--- src/rtl/ohc_modulo_alu_pipe_if.sv ---
// ---------------------------------------------------------------------------
// ohc_modulo_alu_pipe_if
// Bundle for one modulo-M channel of the one-hot-coded (OHC) arithmetic unit.
//
// Handshake semantics, used on both sides of the unit:
//   A transfer happens on a rising clock edge where valid & ready are both 1.
//   The producer keeps valid and its payload stable until that transfer.
//   ready never depends combinationally on valid.
//
// Signals
//   in_valid / in_ready : upstream handshake (in_ready driven by the unit)
//   op [1:0]            : 00 a+b, 01 a-b, 10 acc+a, 11 acc:=a
//   a, b [M-1:0]        : one-hot operands (b ignored for ops 10/11)
//   out_valid/out_ready : downstream handshake (out_ready driven downstream)
//   result [M-1:0]      : one-hot result, all zero when err is set
//   err                 : an operand that was checked was not exactly one-hot
//   acc_out [M-1:0]     : current accumulator register
//
// Modports
//   master : the side that supplies operands and consumes results
//   slave  : the arithmetic unit itself
// ---------------------------------------------------------------------------
interface ohc_modulo_alu_pipe_if #(
   parameter int M = 9
);
   logic         in_valid;
   logic         in_ready;
   logic [1:0]   op;
   logic [M-1:0] a;
   logic [M-1:0] b;
   logic         out_valid;
   logic         out_ready;
   logic [M-1:0] result;
   logic         err;
   logic [M-1:0] acc_out;

   modport master (
      output in_valid, op, a, b, out_ready,
      input  in_ready, out_valid, result, err, acc_out
   );

   modport slave (
      input  in_valid, op, a, b, out_ready,
      output in_ready, out_valid, result, err, acc_out
   );
endinterface

--- src/rtl/ohc_modulo_alu_pipe.sv ---
// ---------------------------------------------------------------------------
// ohc_modulo_alu_pipe
// Pipelined one-hot-coded modulo-M arithmetic unit for one RNS channel.
// Supports add, subtract, accumulate and accumulator load, with one-hot
// legality checking and a two-register pipeline behind a valid/ready
// handshake.
//
// Parameters
//   M      : modulus and one-hot code width (M >= 2); bit i set = residue i
//   ACC_EN : 0 turns ops 10/11 into plain adds and pins acc_out at zero
//
// Ports
//   clk : rising-edge clock
//   rst : synchronous, active-high reset
//   bus : ohc_modulo_alu_pipe_if slave modport (operands, results, acc)
//
// Pipeline
//   stage 1 : decoded operand pair (x, y) plus legality flag
//   stage 2 : registered result/err, drives out_valid
//   Occupancy is at most two items; one item per cycle in steady state.
//
// Accumulator
//   Written on the same edge that accepts an op 10/11, so a following
//   accumulate already sees the new value. The result emitted for op 10/11
//   is the value the accumulator took on that edge.
// ---------------------------------------------------------------------------
module ohc_modulo_alu_pipe #(
   parameter int M      = 9,
   parameter bit ACC_EN = 1'b1
) (
   input logic                    clk,
   input logic                    rst,
   ohc_modulo_alu_pipe_if.slave   bus
);

   typedef logic [M-1:0] ohc_t;

   localparam ohc_t ZERO_CODE = ohc_t'(1);

   localparam logic [1:0] OP_ADD  = 2'b00;
   localparam logic [1:0] OP_SUB  = 2'b01;
   localparam logic [1:0] OP_ACC  = 2'b10;
   localparam logic [1:0] OP_LOAD = 2'b11;

   // ------------------------------------------------------------------
   // One-hot arithmetic helpers
   // ------------------------------------------------------------------

   // Modular sum of two one-hot codes: each set bit x[i] contributes y
   // rotated left by i, which places y[(k-i) mod M] at position k.
   function automatic ohc_t ohc_add(input ohc_t x, input ohc_t y);
      ohc_t r;
      r = '0;
      for (int i = 0; i < M; i++) begin
         if (((x >> i) & ohc_t'(1)) != '0) begin
            r = r | ohc_t'((y << i) | (y >> (M - i)));
         end
      end
      return r;
   endfunction

   // Modular negation: residue 0 stays put, residue j maps to M-j, which is
   // a bit reversal of positions 1..M-1.
   function automatic ohc_t ohc_neg(input ohc_t y);
      ohc_t r;
      r = y & ohc_t'(1);
      for (int j = 1; j < M; j++) begin
         if (((y >> (M - j)) & ohc_t'(1)) != '0) begin
            r = r | (ohc_t'(1) << j);
         end
      end
      return r;
   endfunction

   // Exactly one bit set: non-zero and clearing the lowest set bit leaves 0.
   function automatic logic ohc_legal(input ohc_t x);
      return (x != '0) && ((x & (x - ohc_t'(1))) == '0);
   endfunction

   // ------------------------------------------------------------------
   // State
   // ------------------------------------------------------------------
   logic s1_valid;
   ohc_t s1_x;
   ohc_t s1_y;
   logic s1_err;

   logic out_valid_q;
   ohc_t result_q;
   logic err_q;

   ohc_t acc_q;

   // ------------------------------------------------------------------
   // Flow control
   // ------------------------------------------------------------------
   logic s2_load;
   logic s1_load;
   logic in_fire;

   // in_ready is a function of downstream readiness and pipeline occupancy
   // only; it is held low while reset is applied.
   assign s2_load  = !out_valid_q || bus.out_ready;
   assign s1_load  = !s1_valid || s2_load;
   assign in_fire  = bus.in_valid && bus.in_ready;

   // ------------------------------------------------------------------
   // Input decode
   // ------------------------------------------------------------------
   logic [1:0] eff_op;
   logic       a_ok;
   logic       b_ok;
   ohc_t       d_x;
   ohc_t       d_y;
   logic       d_err;
   ohc_t       acc_nxt;
   logic       acc_we;

   always_comb begin
      eff_op  = bus.op;
      d_x     = bus.a;
      d_y     = bus.b;
      d_err   = 1'b0;
      acc_nxt = acc_q;
      acc_we  = 1'b0;

      // Without an accumulator, ops 10/11 degrade to a plain add.
      if (!ACC_EN && bus.op[1]) begin
         eff_op = OP_ADD;
      end

      a_ok = ohc_legal(bus.a);
      b_ok = ohc_legal(bus.b);

      case (eff_op)
         OP_ADD: begin
            d_x   = bus.a;
            d_y   = bus.b;
            d_err = !(a_ok && b_ok);
         end
         OP_SUB: begin
            d_x   = bus.a;
            d_y   = ohc_neg(bus.b);
            d_err = !(a_ok && b_ok);
         end
         OP_ACC: begin
            d_x     = acc_q;
            d_y     = bus.a;
            d_err   = !a_ok;
            acc_nxt = ohc_add(acc_q, bus.a);
         end
         OP_LOAD: begin
            // Adding the zero code makes stage 2 reproduce a unchanged.
            d_x     = bus.a;
            d_y     = ZERO_CODE;
            d_err   = !a_ok;
            acc_nxt = bus.a;
         end
         default: begin
            d_x   = bus.a;
            d_y   = bus.b;
            d_err = 1'b1;
         end
      endcase

      // An illegal operand never disturbs the accumulator.
      acc_we = in_fire && eff_op[1] && !d_err;
   end

   // ------------------------------------------------------------------
   // Registers
   // ------------------------------------------------------------------
   always_ff @(posedge clk) begin
      if (rst) begin
         s1_valid    <= 1'b0;
         s1_x        <= '0;
         s1_y        <= '0;
         s1_err      <= 1'b0;
         out_valid_q <= 1'b0;
         result_q    <= '0;
         err_q       <= 1'b0;
         acc_q       <= ZERO_CODE;
      end else begin
         if (s1_load) begin
            s1_valid <= in_fire;
            if (in_fire) begin
               s1_x   <= d_x;
               s1_y   <= d_y;
               s1_err <= d_err;
            end
         end

         // Stage 2 only advances when its current content is consumed or
         // empty, which keeps result/err stable under backpressure.
         if (s2_load) begin
            out_valid_q <= s1_valid;
            if (s1_valid) begin
               result_q <= s1_err ? '0 : ohc_add(s1_x, s1_y);
               err_q    <= s1_err;
            end
         end

         if (acc_we) begin
            acc_q <= acc_nxt;
         end
      end
   end

   // ------------------------------------------------------------------
   // Outputs
   // ------------------------------------------------------------------
   assign bus.in_ready  = !rst && s1_load;
   assign bus.out_valid = out_valid_q;
   assign bus.result    = result_q;
   assign bus.err       = err_q;
   assign bus.acc_out   = acc_q;

endmodule
--- src/flat_wrapper.sv ---
// flat-port wrapper written by rule: the top's interface ports become plain ports
module ohc_modulo_alu_pipe_flat 
#(
   parameter int M      = 9,
   parameter bit ACC_EN = 1'b1
)
  (clk, rst, bus_in_valid, bus_op, bus_a, bus_b, bus_out_ready, bus_in_ready, bus_out_valid, bus_result, bus_err, bus_acc_out);
  ohc_modulo_alu_pipe_if #(.M(M)) bus_i ();
  input logic clk;
  input logic rst;
  input wire logic [$bits(bus_i.in_valid)-1:0] bus_in_valid;
  input wire logic [$bits(bus_i.op)-1:0] bus_op;
  input wire logic [$bits(bus_i.a)-1:0] bus_a;
  input wire logic [$bits(bus_i.b)-1:0] bus_b;
  input wire logic [$bits(bus_i.out_ready)-1:0] bus_out_ready;
  output wire logic [$bits(bus_i.in_ready)-1:0] bus_in_ready;
  output wire logic [$bits(bus_i.out_valid)-1:0] bus_out_valid;
  output wire logic [$bits(bus_i.result)-1:0] bus_result;
  output wire logic [$bits(bus_i.err)-1:0] bus_err;
  output wire logic [$bits(bus_i.acc_out)-1:0] bus_acc_out;
  assign bus_i.in_valid = bus_in_valid;
  assign bus_i.op = bus_op;
  assign bus_i.a = bus_a;
  assign bus_i.b = bus_b;
  assign bus_i.out_ready = bus_out_ready;
  assign bus_in_ready = bus_i.in_ready;
  assign bus_out_valid = bus_i.out_valid;
  assign bus_result = bus_i.result;
  assign bus_err = bus_i.err;
  assign bus_acc_out = bus_i.acc_out;
  ohc_modulo_alu_pipe #(.M(M), .ACC_EN(ACC_EN)) u_core (.clk(clk), .rst(rst), .bus(bus_i));
endmodule
--- config.mk ---
export PLATFORM = sky130hd
export DESIGN_NAME = ohc_modulo_alu_pipe_flat
export DESIGN_NICKNAME = d
export VERILOG_FILES = /design/src/rtl/ohc_modulo_alu_pipe_if.sv /design/src/rtl/ohc_modulo_alu_pipe.sv /design/src/flat_wrapper.sv
export SDC_FILE = /design/constraint.sdc
export NUM_CORES = 1
export LEC_CHECK = 0
export BUFFER_PORTS_ARGS = -buffer_cell sky130_fd_sc_hd__clkbuf_2
export CAP_MARGIN = 5
export CORE_ASPECT_RATIO = 1.4
export CORE_MARGIN = 3
export CORE_UTILIZATION = 50
export CTS_BUF_LIST = sky130_fd_sc_hd__clkbuf_16
export CTS_CLUSTER_SIZE = 28
export DETAILED_ROUTE_END_ITERATION = 10
export PLACE_DENSITY = 0.78
export SYNTH_ARGS = -nofsm -noshare
export SYNTH_HDL_FRONTEND = slang
export SYNTH_SLANG_ARGS = --single-unit
--- constraint.sdc ---
create_clock -name clk -period 4.3 [get_ports clk]
set_input_delay 1.29 -clock clk [delete_from_list [all_inputs] [get_ports clk]]
set_output_delay 1.29 -clock clk [all_outputs]
set_load 0.02 [all_outputs]
==> impl_metrics.tcl <==
set metrics [dict create \
    synth-edff-count 0 \
    place_hpwl_um 5445 \
    grt_pass1_vias 2622 \
    die-area_um2 6623 \
    post-route-period-util 0.7420 \
    cts_made_buffers 5 \
    path_max_fanout 15 \
    cts_tree "yes" \
    cts-root-buf "clkbuf_16" \
    detail-route-antenna-nets 0 \
    gp_congestion 0.8479 \
    post_cts_resized 0 \
    vias_per_cell 7.042 \
    vdd_drop_max_uv 195.8 \
    clockPowerShare 0.452 \
    p_int_mw 0.7727 \
    syn_nets 386 \
    drc 0 \
    fin_ws_ns 1.110 \
    yosysWarnings 0 \
    start_util 0.5336 \
    grt_usage 0.2318 \
    wl_um 7866 \
    drt-initial-drc-count 524 \
    grt_pass1_wl_um 12970 \
    num-fill-cells 463 \
    setup_viol 0 \
    arrival_ns 3.33 \
    fmax_ghz 0.3134 \
    setup_tns_ns 0 \
    end_kind "flop" \
    worstPathRequired_ns 4.44 \
    grt_max_degree 42 \
    netlist_area_um2 2835 \
    syn_area_per_cell_um2 7.832 \
    core-area_um2 5314 \
    first_pass_iters 7 \
    worstHoldPathType "reg2reg" \
    fin_skew_ns 0.003504 \
    post-cts-setup-buffer-count 0 \
    p_comb_frac 0.142 \
    cts.htree.levels 2 \
    timing_worst_setup_path_type "in2reg" \
    finalNetCount 387 \
    outcome "completed" \
    vias 3021 \
    startpoint_type "primary input" \
    synthCells 362 \
    finalCriticalPeriod_ns 3.190 \
    num_antenna_cells 0 \
    die_y_um 95.10 \
    drive_above_1_share 0.1791 \
    slew_violations 0 \
    areaGrowthSynthToFinish_pct 10.81 \
    rsz0062_at_grt "false" \
    ys_ff_latch 40 \
    seq_area_frac_synth 0.2824 \
    io_pins 45 \
    cts_sinks 40 \
    clk_pin_slew_ns 0.06 \
    async_flop_share 0 \
    cts_hold_buf 0 \
    leakage_nw 1.182 \
    io_buffers 44 \
    grt_overflow_total 0 \
    cap_violations 0 \
    pwr-share-seq 0.406 \
    synth_cell_types 38 \
    hold_viol 0 \
    rows 31 \
    synth_ff_type "dfxtp_1" \
    swShare 0.2585 \
    clkLatencyLatePin_ns 0.28 \
    relSlewSlack 0.6272 \
    die_w_um 69.64 \
    clk_path_buf_depth 2 \
    pre_cts_ws_ns 0.8539 \
    powerDensity_nw_per_um2 331.7 \
    final_util 0.5912 \
    power.switching_mw 0.2694 \
    antenna_found_initial 0 \
    wl_per_cell_um 18.34 \
    tightest_slew_ns 0.5571 \
]
[cell type report]
type                            instances  area (um2)  share of cell area
Tap cell                               66       82.58             0.02628
Clock buffer                            5       125.1             0.03982
Clock inverter                          2       60.06             0.01912
Sequential cell                        40       800.8              0.2549
Timing Repair Buffer                   48       250.2             0.07965
Multi-Input combinational cell        265        1812              0.5767
Inverter                                3       11.26            0.003584
[state kept, by name (all words and copies together) (netlist names)]
register              cells
u_core.bus.acc_out        9
u_core.s1_valid           1
u_core.bus.result         9
u_core.bus.err            1
u_core.s1_y               9
u_core.s1_x               9
u_core.bus.out_valid      1
u_core.s1_err             1
[cell usage after synthesis, types with 8 or more instances]
library cell  count  area [um2]
dfxtp_1          40       800.8
mux2i_1          14       140.1
clkbuf_1         48       180.2
a222oi_1          9       90.09
nor2_1           39       146.4
a21oi_1          15       75.07
nand3_1           9       45.04
a31oi_1           9       56.30
a221oi_1          9       78.83
a211oi_1         21       157.7
a22oi_1          62       465.5
nand2_1          11       41.29
a22o_1            9       78.83
a211oi_2          8       100.1
nand4_1          10       62.56
[layer usage]
metal,part of all wire,global-route usage
met5,0,0
met4,0.017,0.06390
met3,0.073,0.03376
met2,0.52,0.4196
met1,0.39,0.2877
[logic make-up after synthesis]
| logic type | Yosys count | synth area share |
|---|---|---|
| AO/OA/AOI/OAI | 155 | 0.4201 |
| XOR/XNOR | 1 | 0.003090 |
| adder cells (fa/ha/maj) | 1 | 0.003531 |
| buffers and inverters | 57 | 0.08032 |
| flip-flops | 40 | 0.2824 |
| multiplexers | 14 | 0.04942 |
| AND/OR/NAND/NOR | 94 | 0.1611 |
[power groups by stage]
stage	clock network, mW	logic [mW]	registers, mW
5_1_grt	0.493	0.164	0.426
4_1_cts	0.480	0.147	0.421
3_5_place_dp	0	0.147	0.429
2_1_floorplan	0	0.125	0.403
6_report	0.471	0.148	0.423
3_3_place_gp	0	0.144	0.429
[path summary, 6_finish.rpt]
kind	startpoint	endpoint	slack [ns]	cells past startpoint
setup reg to reg	u_core.s1_valid	u_core.bus.acc_out[1]	2.33	5
hold / removal	u_core.bus.err	u_core.bus.err	0.50	2
hold reg to reg	u_core.bus.err	u_core.bus.err	0.50	2
setup / recovery	bus_a[4]	u_core.bus.acc_out[1]	1.11	6
[critical path: stages]
cell	delay (ns)
clkbuf_2	0.22
or4_4	0.61
a211oi_2	0.23
o211a_1	0.37
and3_1	0.48
a211oi_1	0.13
[metrics by stage]
stage	hold WS, ns	total power [mW]	cell area [um2]	instances
6_report	0.4972	1.042	3142	429
5_1_grt	0.5178	1.083	3142	429
4_1_cts	0.4997	1.048	3142	429
3_5_place_dp	0.4872	0.5762	2957	422
3_3_place_gp	0.4514	0.5724	2957	422
2_1_floorplan	0.4451	0.5279	2835	362
[placed cells by master, fill, tap and decap left out, types with 10 or more instances in the layout]
cell	count
clkbuf_2	44
a21oi_1	15
nand4_1	10
a211oi_1	21
nor2_1	39
dfxtp_1	40
mux2i_1	14
nand2_1	11
a22oi_1	62
Power figures use the tool's default switching activity.
